### src/rtl/ps2_key_sequencer_pkg.sv
// Shared definitions for the PS/2 key sequencer: prefix and status byte codes,
// FSM state encoding and the packed key-event record.
package ps2_key_sequencer_pkg;

    localparam logic [7:0] PS2_EXT = 8'hE0;
    localparam logic [7:0] PS2_BRK = 8'hF0;

    typedef enum logic [1:0] {
        ST_IDLE    = 2'd0,
        ST_EXT     = 2'd1,
        ST_BRK     = 2'd2,
        ST_EXT_BRK = 2'd3
    } state_t;

    typedef struct packed {
        logic [7:0] code;
        logic       ext;
        logic       brk;
    } key_event_t;

    localparam int EVENT_W = $bits(key_event_t);

    // Keyboard protocol/status replies that never carry a key.
    function automatic logic is_status(input logic [7:0] b);
        case (b)
            8'h00, 8'hAA, 8'hEE, 8'hFA, 8'hFC, 8'hFE, 8'hFF, 8'hE1: return 1'b1;
            default: return 1'b0;
        endcase
    endfunction

endpackage

### src/rtl/ps2_event_fifo.sv
// First-word-fall-through event FIFO; pop_data is the head, zero while empty.
// Push when full is accepted only if a pop frees a slot in the same cycle.
module ps2_event_fifo #(
    parameter int DEPTH = 4,
    parameter int WIDTH = 10
) (
    input  logic                     clk,
    input  logic                     reset,
    input  logic                     push,
    input  logic [WIDTH-1:0]         push_data,
    input  logic                     pop,
    output logic [WIDTH-1:0]         pop_data,
    output logic                     full,
    output logic                     empty,
    output logic [$clog2(DEPTH):0]   count
);
    localparam int AW = $clog2(DEPTH);
    localparam logic [AW:0] FULL_CNT = (AW+1)'(DEPTH);

    logic [WIDTH-1:0] mem [DEPTH];
    logic [AW-1:0]    wr_ptr;
    logic [AW-1:0]    rd_ptr;
    logic [AW:0]      cnt;
    logic             do_push;
    logic             do_pop;

    assign empty    = (cnt == '0);
    assign full     = (cnt == FULL_CNT);
    assign count    = cnt;
    assign do_pop   = pop && !empty;
    assign do_push  = push && (!full || do_pop);
    assign pop_data = empty ? '0 : mem[rd_ptr];

    always_ff @(posedge clk) begin
        if (do_push)
            mem[wr_ptr] <= push_data;
    end

    always_ff @(posedge clk or posedge reset) begin
        if (reset) begin
            wr_ptr <= '0;
            rd_ptr <= '0;
            cnt    <= '0;
        end else begin
            if (do_push)
                wr_ptr <= wr_ptr + AW'(1);
            if (do_pop)
                rd_ptr <= rd_ptr + AW'(1);
            case ({do_push, do_pop})
                2'b10:   cnt <= cnt + (AW+1)'(1);
                2'b01:   cnt <= cnt - (AW+1)'(1);
                default: cnt <= cnt;
            endcase
        end
    end

endmodule

### src/rtl/ps2_key_sequencer.sv
// Turns the raw PS/2 scancode stream into {code, ext, brk} key events with
// typematic-repeat filtering, prefix timeout and a buffered valid/ready output.
module ps2_key_sequencer
    import ps2_key_sequencer_pkg::*;
#(
    parameter int FIFO_DEPTH  = 4,
    parameter int TIMEOUT_CYC = 50000,
    parameter int FILTER_REP  = 1
) (
    input  logic                          clk,
    input  logic                          reset,
    input  logic [7:0]                    rx_byte,
    input  logic                          rx_valid,
    output logic                          ev_valid,
    input  logic                          ev_ready,
    output logic [7:0]                    ev_code,
    output logic                          ev_ext,
    output logic                          ev_brk,
    output logic [$clog2(FIFO_DEPTH):0]   ev_count,
    output logic                          ovf,
    input  logic                          ovf_clr,
    output logic                          seq_err
);
    localparam int TW = $clog2(TIMEOUT_CYC);
    localparam logic [TW-1:0] TMAX = TW'(TIMEOUT_CYC - 1);

    state_t      state;
    logic [TW-1:0] timer;
    logic [7:0]  held_code;
    logic        held_ext;
    logic        held_vld;

    key_event_t  ev_in;
    key_event_t  ev_head;
    logic        is_prefix;
    logic        rx_status;
    logic        emit;
    logic        held_match;
    logic        suppress;
    logic        push;
    logic        pop;
    logic        fifo_full;
    logic        fifo_empty;

    assign is_prefix = (rx_byte == PS2_EXT) || (rx_byte == PS2_BRK);
    assign rx_status = is_status(rx_byte);

    // Any non-prefix, non-status byte completes an event; the state supplies ext/brk.
    always_comb begin
        ev_in      = '0;
        ev_in.code = rx_byte;
        ev_in.ext  = (state == ST_EXT) || (state == ST_EXT_BRK);
        ev_in.brk  = (state == ST_BRK) || (state == ST_EXT_BRK);
    end

    assign emit       = rx_valid && !rx_status && !is_prefix;
    assign held_match = held_vld && (held_code == rx_byte) && (held_ext == ev_in.ext);
    assign suppress   = (FILTER_REP != 0) && !ev_in.brk && held_match;
    assign push       = emit && !suppress;
    assign pop        = ev_valid && ev_ready;

    always_ff @(posedge clk or posedge reset) begin
        if (reset) begin
            state   <= ST_IDLE;
            timer   <= '0;
            seq_err <= 1'b0;
        end else begin
            seq_err <= 1'b0;
            if (rx_valid) begin
                // A byte arriving on the expiry cycle is still processed normally.
                timer <= '0;
                if (rx_status) begin
                    state <= ST_IDLE;
                end else begin
                    case (state)
                        ST_IDLE: begin
                            if (rx_byte == PS2_EXT)
                                state <= ST_EXT;
                            else if (rx_byte == PS2_BRK)
                                state <= ST_BRK;
                        end
                        ST_EXT: begin
                            if (rx_byte == PS2_BRK)
                                state <= ST_EXT_BRK;
                            else if (rx_byte != PS2_EXT)
                                state <= ST_IDLE;
                        end
                        ST_BRK, ST_EXT_BRK: begin
                            seq_err <= is_prefix;
                            state   <= ST_IDLE;
                        end
                        default: state <= ST_IDLE;
                    endcase
                end
            end else if (state == ST_IDLE) begin
                timer <= '0;
            end else if (timer == TMAX) begin
                state   <= ST_IDLE;
                seq_err <= 1'b1;
                timer   <= '0;
            end else begin
                timer <= timer + TW'(1);
            end
        end
    end

    // Held key tracks the last make that passed the filter, even if the FIFO dropped it.
    always_ff @(posedge clk or posedge reset) begin
        if (reset) begin
            held_code <= '0;
            held_ext  <= 1'b0;
            held_vld  <= 1'b0;
        end else if (emit && !ev_in.brk && !suppress) begin
            held_code <= rx_byte;
            held_ext  <= ev_in.ext;
            held_vld  <= 1'b1;
        end else if (emit && ev_in.brk && held_match) begin
            held_vld  <= 1'b0;
        end
    end

    always_ff @(posedge clk or posedge reset) begin
        if (reset)
            ovf <= 1'b0;
        else if (push && fifo_full && !pop)
            ovf <= 1'b1;
        else if (ovf_clr)
            ovf <= 1'b0;
    end

    ps2_event_fifo #(
        .DEPTH (FIFO_DEPTH),
        .WIDTH (EVENT_W)
    ) u_fifo (
        .clk       (clk),
        .reset     (reset),
        .push      (push),
        .push_data (ev_in),
        .pop       (pop),
        .pop_data  (ev_head),
        .full      (fifo_full),
        .empty     (fifo_empty),
        .count     (ev_count)
    );

    assign ev_valid = !fifo_empty;
    assign ev_code  = ev_head.code;
    assign ev_ext   = ev_head.ext;
    assign ev_brk   = ev_head.brk;

endmodule
### config.mk
export PLATFORM = sky130hd
export DESIGN_NAME = ps2_key_sequencer
export DESIGN_NICKNAME = d
export VERILOG_FILES = /design/src/rtl/ps2_key_sequencer_pkg.sv /design/src/rtl/ps2_event_fifo.sv /design/src/rtl/ps2_key_sequencer.sv
export SDC_FILE = /design/constraint.sdc
export NUM_CORES = 1
export LEC_CHECK = 0
export ABC_AREA = 1
export CORE_MARGIN = 2
export CORE_UTILIZATION = 45
export CTS_CLUSTER_SIZE = 40
export DETAILED_ROUTE_END_ITERATION = 7
export HOLD_SLACK_MARGIN = 0.06
export SLEW_MARGIN = 5
export SYNTH_ARGS = -nofsm -noshare
export SYNTH_HDL_FRONTEND = slang
export SYNTH_SLANG_ARGS = --single-unit
### constraint.sdc
create_clock -name clk -period 2.85 [get_ports clk]
set_input_delay 0.7125 -clock clk [delete_from_list [all_inputs] [get_ports clk]]
set_output_delay 0.7125 -clock clk [all_outputs]
set_load 0.03 [all_outputs]
==> key figures, run 1 <==
Status
  • Run status: completed

Power
  • Worst VDD drop: 0.285 mV
  • Cell Pwr Density: 870 nW/um^2
  • Leakage: 2.27 nW

Placed design
  • GPL Wtd Cong: 0.842
  • Port Buf Inserts: 28
  • Post-detailed-placement half-perimeter wirelength: 6.21 mm

Timing
  • FMAX: 357 MHz
  • Setup Skew: 0.0118 ns
  • Slew headroom: 68.1%
  • Slew of the pin with the lowest slew margin: 0.479 ns
  • Final Setup Violations: 0
  • Setup TNS: 0 ns
  • RSZ-0062 raised after global routing: true
  • Min Tclk post-route: 2.80 ns
  • Slew Limit Fails: 0
  • Final period util: 98.3%
  • Final hold viol count: 0
  • Hold slack final: 0.462 ns

Final layout
  • Antenna diodes: 0
  • Layout Nets: 559
  • Commonest non-fill, non-tap cells in the layout: nand2_1, nor2_1, inv_1
  • Commonest non-fill, non-tap cell in the layout: nand2_1
  • # fillers: 799
  • Share of cells above drive strength 1: 16.4%
  • Area added between synthesis and finish: 24.5%

Floorplanning
  • Core area: 8640 um^2
  • Row cnt: 34
  • Starting Density: 46.0%
  • Die area: 9600 um^2
  • Ports: 29
  • Die W: 98.0 um
  • Die extent in y: 98.0 um

Synthesis
  • Net Count, Synth: 483
  • Yosys cell types: 34
  • YS warnings: 0
  • FF+latch count, synth: 77
  • Cell Area, Synth: 3970 um^2
  • Post-synth EDFFs: 40
  • Mapped Cells: 463
  • Seq/Total Area, Yosys: 53.5%
  • Top_reg_cell synth: edfxtp_1
  • Syn avg cell area: 8.58 um^2
  • Synth async-reset ratio: 48.1%

Clock network
  • CTS tree: built
  • Worst-Skew Late Latency: 0.35 ns
  • Max clock buf depth: 2
  • Clock root buffer: clkbuf_8
  • Hold Buf Count CTS: 0
  • Htree depth: 3
  • Clock sink total: 77
  • Clock-pin transition on the worst setup and hold timing paths: 0.08 ns
  • Number of buffers created by CTS: 9

Detailed routing
  • DRC: 0
  • Starting DRT DRC Count: 108
  • WL final: 8.69 mm
  • Vias: 3239
  • Pre-Repair DR Iteration Count: 4
  • Wire length per cell: 13.3 um
  • DRT antenna net count: 0
  • Via density: 4.97

Critical path
  • Setup crit end kind: flip-flop
  • WP data arrival: 3.03 ns
  • R2R Path Start: state[0]
  • Critical path required time: 3.08 ns
  • Crit-path max FO: 4
  • Setup crit start: rx_byte[3]
  • CP startpoint kind: input port
  • Setup CP Type: input port to flip-flop

Global route
  • Initial antenna violation count: 0
  • Largest net degree at the start of global routing: 38
  • Vias in the first global route: 3285
  • Grt total ovfl: 0
  • First-pass GRT wire length: 15.3 mm
  • Gr usage total: 19.7%

Hold path
  • Hold WC Path Type: flip-flop to flip-flop
  • Hold Crit Start: timer[0]

Job
  • Max-cap violations: 0
==> repair_timing <==
item | CTS | global route
endpoints found under the setup margin | 2 | 11
gates resized for setup | 9 | 12
buffers inserted | 1 | 1
pin swaps | 1 | 2
==> state kept, by name (all words and copies together) (netlist names), 2 cells and up <==
| name | flops |
|---|---|
| u_fifo.mem | 40 |
| u_fifo.count | 3 |
| u_fifo.rd_ptr | 2 |
| u_fifo.wr_ptr | 2 |
| held_code | 8 |
| timer | 16 |
| state | 2 |
==> layer usage <==
layer	global-route usage [%]	wire, um	up-vias
li1	-	-	1655
met1	25.1	3900	1522
met2	34.6	4400	51
met3	3.15	290	11
met4	6.20	101	0
met5	0	0	-
==> worst paths after layout <==
kind                                    to  slack, ns  depth (start not counted)
min in group asynchronous     held_code[1]       0.77                          3
setup reg to reg           u_fifo.count[2]       0.54                         11
hold / removal                    timer[0]       0.46                          1
setup / recovery           u_fifo.count[2]       0.05                         15
hold reg to reg                   timer[0]       0.46                          1
max in group asynchronous        timer[13]       1.73                          3
==> final cells by class <==
class                      count  area, um^2  area share, %
clock buffer                   9         124           2.50
clock inverter                 7        96.3           1.95
inverter                      54         203           4.10
multi-input combinational    320        1600           32.3
sequential                    77        2130           43.0
tap                          108         135           2.73
timing repair buffer          77         662           13.4
==> power by group <==
part           internal (mW)  leakage [nW]  switching [mW]  total, mW
clock network          0.496         0.104           0.417      0.913
registers               1.43         0.846           0.154       1.59
logic                  0.688          1.32            1.11       1.80
total                   2.62          2.27            1.68       4.30
==> cell usage after synthesis (6+ instances only) <==
library cell | number | area, um^2
edfxtp_1 | 40 | 1200
o21ai_0 | 23 | 115
xor2_1 | 7 | 61.3
nor2_2 | 6 | 37.5
dfrtp_1 | 37 | 926
nand3_1 | 16 | 80.1
nand4_1 | 16 | 100
clkbuf_1 | 8 | 30.0
nor2_1 | 90 | 338
inv_1 | 51 | 191
ha_1 | 6 | 75.1
a21oi_1 | 15 | 75.1
nor3_1 | 10 | 50.1
nand2_1 | 101 | 379
==> critical path, cell delays in order <==
cell and delay, ns:
clkdlybuf4s50_1 0.46, buf_4 0.17, nand2_1 0.08, nand2_1 0.06, nor2_2 0.08, nand2_1 0.07, nor2_2 0.13, nand4_1 0.17
nand3_4 0.13, ha_1 0.14, inv_1 0.06, fa_1 0.37, a21oi_1 0.14, o21ai_0 0.10, xor2_1 0.15
==> cells by family after synthesis <==
logic type | after synthesis | synth area share (%)
adders and majority gates | 7 | 2.39
and+or+nand+nor | 259 | 29.6
DFF | 77 | 53.5
xor gates and xnor gates | 8 | 1.76
buffers and inverters | 66 | 6.58
AOI/OAI and AO/OA | 46 | 6.11
==> per-stage QoR <==
step                      setup slack (ns)  cell area (um^2)  power [mW]  utilization, %  instances
after floorplan                      0.306              3970        2.75               -        463
after global placement              -0.418              4680        3.43            54.2        634
after detailed placement            -0.506              4680        3.45            54.2        634
after CTS                          0.00273              4910        4.36            56.9        651
after global routing                -0.141              4950        4.65            57.3        652
final                               0.0499              4950        4.30            57.3        652
Note: power is estimated with default switching activity, not from simulation.
==> run 2: changes to the inputs <==
--- a/config.mk
+++ b/config.mk
@@ -14,4 +14,5 @@
 export SLEW_MARGIN = 5
 export SYNTH_ARGS = -nofsm -noshare
 export SYNTH_HDL_FRONTEND = slang
+export SYNTH_HIERARCHICAL = 1
 export SYNTH_SLANG_ARGS = --single-unit
==> key figures, run 2 <==
Global route
  • Vias in the first global route: 3274 (-0.33%)
  • Initial antenna violation count: 0 (unchanged)
  • Gr usage total: 19.7% (-0.038 points)
  • Largest net degree at the start of global routing: 31 (-18%)
  • Grt total ovfl: 0 (unchanged)
  • First-pass GRT wire length: 15.1 mm (-1.4%)

Critical path
  • CP startpoint kind: flip-flop
  • CP endpoint: ev_code[2]
  • R2R Path Start: u_fifo/count[0]
  • Worst R2R Path Depth: 16 (+5)
  • Reg2reg end: u_fifo/count[2]
  • Critical path required time: 2.14 ns (-0.94 ns)
  • Worst R2R Setup Slack: 0.39 ns (-0.15 ns)
  • Setup CP Type: flip-flop to output port
  • WP data arrival: 2.03 ns (-1.00 ns)
  • Setup crit start: u_fifo/rd_ptr[1]
  • Setup crit end kind: output port
  • Crit-path max FO: 10 (+6)

Synthesis
  • Area leader, netlist: edfxtp_1
  • Post-synth EDFFs: 40 (unchanged)
  • YS warnings: 6 (+6)
  • Share of the synthesized area in the top cell type: 29.4% (-0.81 points)
  • FF+latch count, synth: 77 (unchanged)
  • Synth cell count leaders: nand2_1, inv_1, nand3_1
  • Count leader, synth: nand2_1
  • Top_reg_cell synth: edfxtp_1
  • Net Count, Synth: 521 (+7.9%)
  • Mapped Cells: 501 (+8.2%)
  • Synth async-reset ratio: 48.1% (unchanged)
  • Yosys cell types: 35 (+2.9%)
  • Syn avg cell area: 8.15 um^2 (-5.0%)
  • Cell Area, Synth: 4080 um^2 (+2.8%)
  • Area contributors post-synth: edfxtp_1, dfrtp_1, nand2_1
  • Seq/Total Area, Yosys: 52.1% (-1.4 points)

Timing
  • Slew headroom: 73.9% (+5.8 points)
  • Slew of the pin with the lowest slew margin: 0.392 ns (-0.0873 ns)
  • Final period util: 96.1% (-2.2 points)
  • Slew Limit Fails: 0 (unchanged)
  • Setup Skew: 0.0108 ns (-0.00100 ns)
  • Min Tclk post-route: 2.74 ns (-0.0615 ns)
  • FMAX: 365 MHz (+2.2%)
  • Final hold viol count: 0 (unchanged)
  • Final Setup Violations: 0 (unchanged)
  • Hold slack final: 0.465 ns (+0.00347 ns)

Final layout
  • Top Registers: u_fifo/mem x40, timer x16, held_code x8
  • Area added between synthesis and finish: 22.0%
  • Largest register FFs: 40 (unchanged)
  • Commonest non-fill, non-tap cell in the layout: nand2_1
  • Register name with the most flops: u_fifo/mem
  • # fillers: 802 (+0.38%)
  • Antenna diodes: 0 (unchanged)
  • Layout Nets: 587 (+5.0%)
  • Post-layout util: 56.8% (-0.45 points)
  • Share of cells above drive strength 1: 14.2% (-2.2 points)
  • Commonest non-fill, non-tap cells in the layout: nand2_1, inv_1, nand3_1
  • Fin cells: 680 (+4.3%)

Clock network
  • Htree depth: 3 (unchanged)
  • Clock root buffer: clkbuf_8
  • Max clock buf depth: 2 (unchanged)
  • Worst-Skew Late Latency: 0.35 ns (about the same)
  • Hold Buf Count CTS: 0 (unchanged)
  • Clock sink total: 77 (unchanged)
  • Clock-pin transition on the worst setup and hold timing paths: 0.08 ns (about the same)
  • CTS tree: built
  • Number of buffers created by CTS: 9 (unchanged)

Detailed routing
  • Via density: 4.90 (-1.3%)
  • Wire length per cell: 13.1 um (-1.7%)
  • Pre-Repair DR Iteration Count: 4 (unchanged)
  • DRT antenna net count: 0 (unchanged)
  • WL final: 8.91 mm (+2.5%)
  • DRC: 0 (unchanged)
  • Starting DRT DRC Count: 140 (+30%)
  • Vias: 3335 (+3.0%)

Floorplanning
  • Starting Density: 46.6% (+0.59 points)
  • Ports: 29 (unchanged)
  • Die W: 99.3 um (+1.3%)
  • Die area: 9850 um^2 (+2.7%)
  • Die extent in y: 99.3 um (+1.3%)
  • Core area: 8760 um^2 (+1.5%)
  • Row cnt: 34 (unchanged)

Power
  • Combinational share of power: 42.8% (+0.9 points)
  • Reg power frac: 36.5% (-0.4 points)
  • Switching part of the total: 39.3% (+0.13 points)
  • Clk pwr share: 20.7% (-0.5 points)
  • Sw power: 1.69 mW (+0.27%)
  • Leakage: 2.48 nW (+9.3%)
  • Worst VDD drop: 0.400 mV (+41%)
  • Internal power: 2.61 mW (-0.29%)
  • Cell Pwr Density: 863 nW/um^2 (-0.75%)

Placed design
  • Post-detailed-placement half-perimeter wirelength: 6.53 mm (+5.1%)
  • Placed Instances: 663 (+4.6%)
  • Port Buf Inserts: 28 (unchanged)
  • GPL Wtd Cong: 0.816 (-3.1%)

Hold path
  • WHS Path Cells: 1 (unchanged)
  • Hold WC Path Type: flip-flop to flip-flop

Status
  • Run status: completed

Job
  • Max-cap violations: 0 (unchanged)
run 2: worst max-delay path: stages (launching register included):
cell	delay, ns
dfrtp_1	0.49
inv_2	0.22
nand3_1	0.10
a21oi_1	0.17
clkdlybuf4s50_1	0.69
run 2: what timing repair did:
item,in CTS,in global routing
resized for setup,7,13
pin swaps,0,2
buffers inserted,0,1
endpoints found under the setup margin,2,20
run 2: metrics by stage:
step                      area (um^2)  setup WS (ns)  TNS [ns]  power [mW]
after CTS                        4940         0.0218         0        4.35
after global placement           4720         -0.417    -10.49        3.43
final                            4980          0.111         0        4.30
after global routing             4980        -0.0166   -0.0166        4.61
after detailed placement         4720         -0.530    -10.33        3.46
after floorplan                  4080          0.266         0        2.77
run 2: final cells by class:
cell class	instances	area (um^2)	share of cell area, %
clock inverter	7	90.1	1.81
timing repair buffer	67	592	11.9
tap	108	135	2.71
clock buffer	9	124	2.49
inverter	98	368	7.39
multi-input combinational	314	1550	31.0
sequential	77	2130	42.7
run 2: logic make-up (layout without fill, tap and decap cells):
group	after synthesis	in the layout	share of synthesized area, %
DFF	77	77	52.1
buffers and inverters	110	181	10.6
AOI/OAI and AO/OA	26	26	3.46
xor gates and xnor gates	5	5	1.07
adders and majority gates	7	7	2.33
and+or+nand+nor	276	276	30.4
run 2: power groups by stage:
stage | sequential (mW) | clock, mW | combinational [mW]
finish | 1.57 | 0.889 | 1.84
detailed placement | 1.60 | 0 | 1.86
CTS | 1.57 | 0.910 | 1.87
global placement | 1.59 | 0 | 1.84
global route | 1.60 | 0.959 | 2.05
floorplan | 1.60 | 0 | 1.17
run 2: worst min-delay path by stage:
stage | from | to | slack (ns)
after floorplan | timer[0] | timer[0] | 0.43
after global placement | timer[0] | timer[0] | 0.45
after detailed placement | timer[0] | timer[0] | 0.46
after CTS | timer[0] | timer[0] | 0.47
after global routing | timer[0] | timer[0] | 0.49
final | timer[0] | timer[0] | 0.46
run 2: layer usage:
metal	wire [um]	up-vias	global-route usage, %
met2	4510	56	34.4
met1	3970	1551	24.5
li1	-	1715	-
met5	0	-	0
met4	154	0	8.75
met3	266	13	2.39
